`src/rtl/bus_master_if.sv`:
```
// Single-master bus interface: CPU access strobe -> arbiter request/grant -> one bus access.
// Optional ACCESS timeout with err pulse is enabled by defining BUS_MASTER_TIMEOUT_EN.
module bus_master_if #(
    parameter int TIMEOUT_CYC = 255
) (
    input  logic        clk,
    input  logic        reset,
    input  logic        as_,
    input  logic        rw,
    input  logic [29:0] addr,
    input  logic [31:0] wr_data,
    input  logic        stall,
    output logic [31:0] rd_data,
    output logic        busy,
    output logic        err,
    output logic        bus_req_,
    input  logic        bus_grnt_,
    output logic        bus_as_,
    output logic        bus_rw,
    output logic [29:0] bus_addr,
    output logic [31:0] bus_wr_data,
    input  logic [31:0] bus_rd_data,
    input  logic        bus_rdy_
);

    typedef enum logic [1:0] {
        IDLE   = 2'd0,
        REQ    = 2'd1,
        ACCESS = 2'd2,
        STALL  = 2'd3
    } state_t;

    state_t      state_q, state_d;
    logic        bus_req_n_q, bus_req_n_d;
    logic        bus_as_n_q, bus_as_n_d;
    logic        bus_rw_q, bus_rw_d;
    logic [29:0] bus_addr_q, bus_addr_d;
    logic [31:0] bus_wr_data_q, bus_wr_data_d;
    logic [31:0] rd_data_q, rd_data_d;

`ifdef BUS_MASTER_TIMEOUT_EN
    localparam logic [7:0] LIMIT = 8'(TIMEOUT_CYC);
    logic [7:0] cnt_q, cnt_d;
    logic       err_q, err_d;
`else
    logic [7:0] unused_timeout_cyc;
    assign unused_timeout_cyc = 8'(TIMEOUT_CYC);
`endif

    always_comb begin
        state_d       = state_q;
        bus_req_n_d   = bus_req_n_q;
        bus_as_n_d    = bus_as_n_q;
        bus_rw_d      = bus_rw_q;
        bus_addr_d    = bus_addr_q;
        bus_wr_data_d = bus_wr_data_q;
        rd_data_d     = rd_data_q;
`ifdef BUS_MASTER_TIMEOUT_EN
        cnt_d         = cnt_q;
        err_d         = 1'b0;
`endif
        case (state_q)
            IDLE: begin
                bus_req_n_d = 1'b1;
                bus_as_n_d  = 1'b1;
                if (!as_) begin
                    bus_addr_d    = addr;
                    bus_rw_d      = rw;
                    bus_wr_data_d = wr_data;
                    bus_req_n_d   = 1'b0;
                    state_d       = REQ;
                end
            end
            REQ: begin
                if (!bus_grnt_) begin
                    bus_as_n_d = 1'b0;
                    state_d    = ACCESS;
`ifdef BUS_MASTER_TIMEOUT_EN
                    cnt_d      = 8'd0;
`endif
                end
            end
            ACCESS: begin
                // Strobe lasts only the first ACCESS cycle; request is held until completion.
                bus_as_n_d = 1'b1;
                if (!bus_rdy_) begin
                    if (bus_rw_q) begin
                        rd_data_d = bus_rd_data;
                    end
                    bus_req_n_d = 1'b1;
                    state_d     = stall ? STALL : IDLE;
                end
`ifdef BUS_MASTER_TIMEOUT_EN
                else begin
                    cnt_d = cnt_q + 8'd1;
                    if (cnt_d == LIMIT) begin
                        err_d       = 1'b1;
                        bus_req_n_d = 1'b1;
                        if (bus_rw_q) begin
                            rd_data_d = 32'd0;
                        end
                        state_d = stall ? STALL : IDLE;
                    end
                end
`endif
            end
            STALL: begin
                if (!stall) begin
                    state_d = IDLE;
                end
            end
            default: state_d = IDLE;
        endcase
    end

    always_ff @(posedge clk or posedge reset) begin
        if (reset) begin
            state_q       <= IDLE;
            bus_req_n_q   <= 1'b1;
            bus_as_n_q    <= 1'b1;
            bus_rw_q      <= 1'b1;
            bus_addr_q    <= 30'd0;
            bus_wr_data_q <= 32'd0;
            rd_data_q     <= 32'd0;
`ifdef BUS_MASTER_TIMEOUT_EN
            cnt_q         <= 8'd0;
            err_q         <= 1'b0;
`endif
        end else begin
            state_q       <= state_d;
            bus_req_n_q   <= bus_req_n_d;
            bus_as_n_q    <= bus_as_n_d;
            bus_rw_q      <= bus_rw_d;
            bus_addr_q    <= bus_addr_d;
            bus_wr_data_q <= bus_wr_data_d;
            rd_data_q     <= rd_data_d;
`ifdef BUS_MASTER_TIMEOUT_EN
            cnt_q         <= cnt_d;
            err_q         <= err_d;
`endif
        end
    end

    // CPU may present a new strobe in IDLE; busy reflects it so the CPU holds immediately.
    assign busy = (state_q == IDLE) ? ~as_ : (state_q != STALL);

    assign bus_req_    = bus_req_n_q;
    assign bus_as_     = bus_as_n_q;
    assign bus_rw      = bus_rw_q;
    assign bus_addr    = bus_addr_q;
    assign bus_wr_data = bus_wr_data_q;
    assign rd_data     = rd_data_q;

`ifdef BUS_MASTER_TIMEOUT_EN
    assign err = err_q;
`else
    assign err = 1'b0;
`endif

endmodule

```
`config.mk`:
```
export PLATFORM = sky130hd
export DESIGN_NAME = bus_master_if
export DESIGN_NICKNAME = d
export VERILOG_FILES = /design/src/rtl/bus_master_if.sv
export SDC_FILE = /design/constraint.sdc
export NUM_CORES = 1
export LEC_CHECK = 0
export CAP_MARGIN = 20
export CORE_MARGIN = 5
export CORE_UTILIZATION = 39
export CTS_CLUSTER_SIZE = 24
export DETAILED_ROUTE_END_ITERATION = 8
export GPL_TIMING_DRIVEN = 0
export PLACE_DENSITY = 0.82
export SLEW_MARGIN = 20
export SYNTH_ARGS = -nofsm -noshare
export SYNTH_HDL_FRONTEND = slang
export SYNTH_SLANG_ARGS = --single-unit
export TNS_END_PERCENT = 30
```
`constraint.sdc`:
```
create_clock -name clk -period 4.4 [get_ports clk]
set_clock_uncertainty 0.1 [all_clocks]
set_input_delay 1.1 -clock clk [delete_from_list [all_inputs] [get_ports clk]]
set_output_delay 1.1 -clock clk [all_outputs]
set_load 0.02 [all_outputs]
```
==> flow_metrics.py <==
metrics = {
    "timing": {
        "setup_viol": 0,
        "max_slew_margin": 0.628,
        "fin_ws_ns": 0.724,
        "rsz0062_at_grt": "no",
        "final_max_slew_viol_count": 0,
        "timing.setup.tns_ns": 0,
        "worst_pin_slew_ns": 0.555,
        "hold_violations": 0,
        "fin_crit_sh": 0.835,
        "fin_crit_ns": 3.68,
        "clock.fmax_mhz": 272,
    },
    "placed_design": {
        "dp_cells": 559,
        "place_hpwl_mm": 7.38,
        "dp_slack_ns": 0.718,
        "numPortBuffers": 198,
        "placed_cell_area_um2": 5970,
        "gp_congestion": 0.716,
    },
    "die": {
        "die_area_um2": 11800,
        "die_h_um": 109,
        "pin_count": 200,
        "core_um2": 9640,
        "fp.dieW_um": 109,
        "initial_core_util": 0.393,
        "rows": 36,
    },
    "synth": {
        "synth_fp_nets": 328,
        "synth_compound_area_frac": 0.0112,
        "avgSynthCellArea_um2": 16.7,
        "syn_inst": 227,
        "synthSimpleGateAreaFrac": 0.0145,
        "synthXorXnorAreaFrac": 0,
        "ys_types": 18,
        "yosysWarnings": 0,
        "synthesis.area_um2": 3790,
        "synthAdderAreaFrac": 0,
        "ys_ff_latch": 99,
        "ys_seq_area_frac": 0.655,
        "synth_mux_area_frac": 0.282,
        "synth_top_family_by_area": "multiplexers",
    },
    "clock_tree": {
        "clockBufferDepth": 2,
        "numClockSinks": 99,
        "cts_tree": "done",
        "cts_buffers": 9,
        "clk_latency_ns": 0.34,
        "cts_max_level": 3,
        "cts_resized": 0,
        "cts_setup_buffers": 0,
        "holdBufCountCts": 0,
        "clockRootBuffer": "clkbuf_8",
        "clk_pin_slew_ns": 0.09,
    },
    "global_routing": {
        "gr-total-overflow": 0,
        "track_usage": 0.164,
        "grt_start_max_net_pins": 51,
        "grt_pass1_wl_mm": 14.9,
        "antenna_found_initial": 0,
        "first_global_vias": 2849,
    },
    "route": {
        "wl_per_cell_um": 16.3,
        "via_count": 2636,
        "wirelength_mm": 9.39,
        "dr.first_iter.drc_count": 84,
        "routed_via_density": 4.58,
        "remaining_drc_errors": 0,
        "ant_nets": 0,
        "first_pass_iters": 4,
    },
    "power": {
        "ir_drop_uv": 348,
        "power.leakage_uw": 0.00255,
        "power.density_nw_per_um2": 743,
        "switching_share": 0.345,
        "sequentialPowerShare": 0.348,
        "power_frac_comb": 0.520,
        "power_switching_uw": 1580,
        "clockPowerShare": 0.132,
        "p_int_uw": 3000,
    },
    "setup_path": {
        "crit_fanout": 2,
        "path_class": "in -> out",
        "worstSetupStartpointType": "primary input",
        "arrival_ns": 2.48,
        "required_ns": 3.20,
        "worstSetupEndpointType": "output port",
    },
    "layout": {
        "post-route-util": 0.640,
        "nNetsFinal": 538,
        "final_cells": 575,
        "insertedDiodeCount": 0,
        "final_cell_mix": "clkdlybuf4s50_1, dfrtp_1, mux2_2",
        "areaGrowthSynthToFinish_pct": 62.9,
        "final_common_cell": "clkdlybuf4s50_1",
        "design_area_um2": 6170,
        "layout-drive-gt1-share": 0.271,
    },
    "run_status": {
        "status": "completed",
    },
    "run": {
        "maxCapViolCount": 0,
    },
    "hold_path": {
        "hold_path_class": "reg -> reg",
    },
}
[state kept, by name, indices dropped and copies added, names as in the netlist]
name and flops:
rd_data 32, bus_rw 1, bus_as_ 1, state_q 2, bus_wr_data 32, bus_req_ 1, bus_addr 30
[synthesized netlist by cell type]
| cell | number | area share |
|---|---|---|
| clkbuf_2 | 1 | 0.0013 |
| nor3_4 | 1 | 0.0043 |
| o21ai_0 | 2 | 0.0026 |
| conb_1 | 1 | 0.00099 |
| nand2b_1 | 1 | 0.0017 |
| inv_1 | 3 | 0.0030 |
| a21oi_1 | 3 | 0.0040 |
| mux2_1 | 6 | 0.018 |
| a221oi_1 | 1 | 0.0023 |
| mux2_2 | 89 | 0.26 |
| nand2_1 | 2 | 0.0020 |
| buf_4 | 4 | 0.0079 |
| nor2_1 | 4 | 0.0040 |
| dfstp_2 | 3 | 0.021 |
| dfrtp_1 | 96 | 0.63 |
| nor4bb_1 | 1 | 0.0026 |
| a22o_1 | 1 | 0.0023 |
| buf_6 | 8 | 0.024 |
[cells by family (layout without fill, tap and decap cells)]
| group | after synthesis | count (layout) |
|---|---|---|
| other cells | 1 | 1 |
| mux | 95 | 95 |
| flops | 99 | 99 |
| simple gates | 9 | 9 |
| compound gates | 7 | 7 |
| buf+inv | 16 | 231 |
[final timing paths]
kind                              startpoint            to  slack, ns  depth (start not counted)
worst max register to register        bus_rw   rd_data[13]       2.46                          4
min in group asynchronous              reset    rd_data[0]       1.05                          2
max in group asynchronous              reset       bus_as_       2.49                          3
worst max-delay path                     as_          busy       0.72                          5
worst min register to register  bus_addr[18]  bus_addr[18]       0.39                          1
worst min-delay path            bus_addr[18]  bus_addr[18]       0.39                          1
[through the flow]
| stage | power [uW] | hold WS [ns] |
|---|---|---|
| detailed placement | 4040 | 0.380 |
| CTS | 4660 | 0.396 |
| global route | 4860 | 0.408 |
| global placement | 3970 | 0.370 |
| finish | 4590 | 0.393 |
| floorplan | 2840 | 0.401 |
[layout make-up]
type                       instances  area, um^2
inverter                           3        16.3
buffer                            13         125
clock buffer                      13         139
multi-input combinational        112        1170
sequential                        99        2480
fill                             759        3470
timing repair buffer             199        2010
clock inverter                     3        65.1
tap                              133         166
[routing by layer]
layer  share of wire  GRT usage
met5               0          0
met4           0.022     0.0694
met3            0.11     0.0693
met2            0.51      0.275
met1            0.36      0.184
[worst max-delay path, cell delays in order]
cell and delay [ns]:
clkdlybuf4s50_1 0.46, nand2b_1 0.12, nor2_1 0.04, a21oi_1 0.11, clkdlybuf4s50_1 0.64
[power by group through the flow]
stage	logic [uW]	registers [uW]	clock network, uW
global route	2520	1670	673
finish	2380	1600	607
detailed placement	2420	1620	0
floorplan	665	2170	0
global placement	2370	1600	0
CTS	2420	1610	631
No activity file was read; power rests on OpenSTA's default activity.
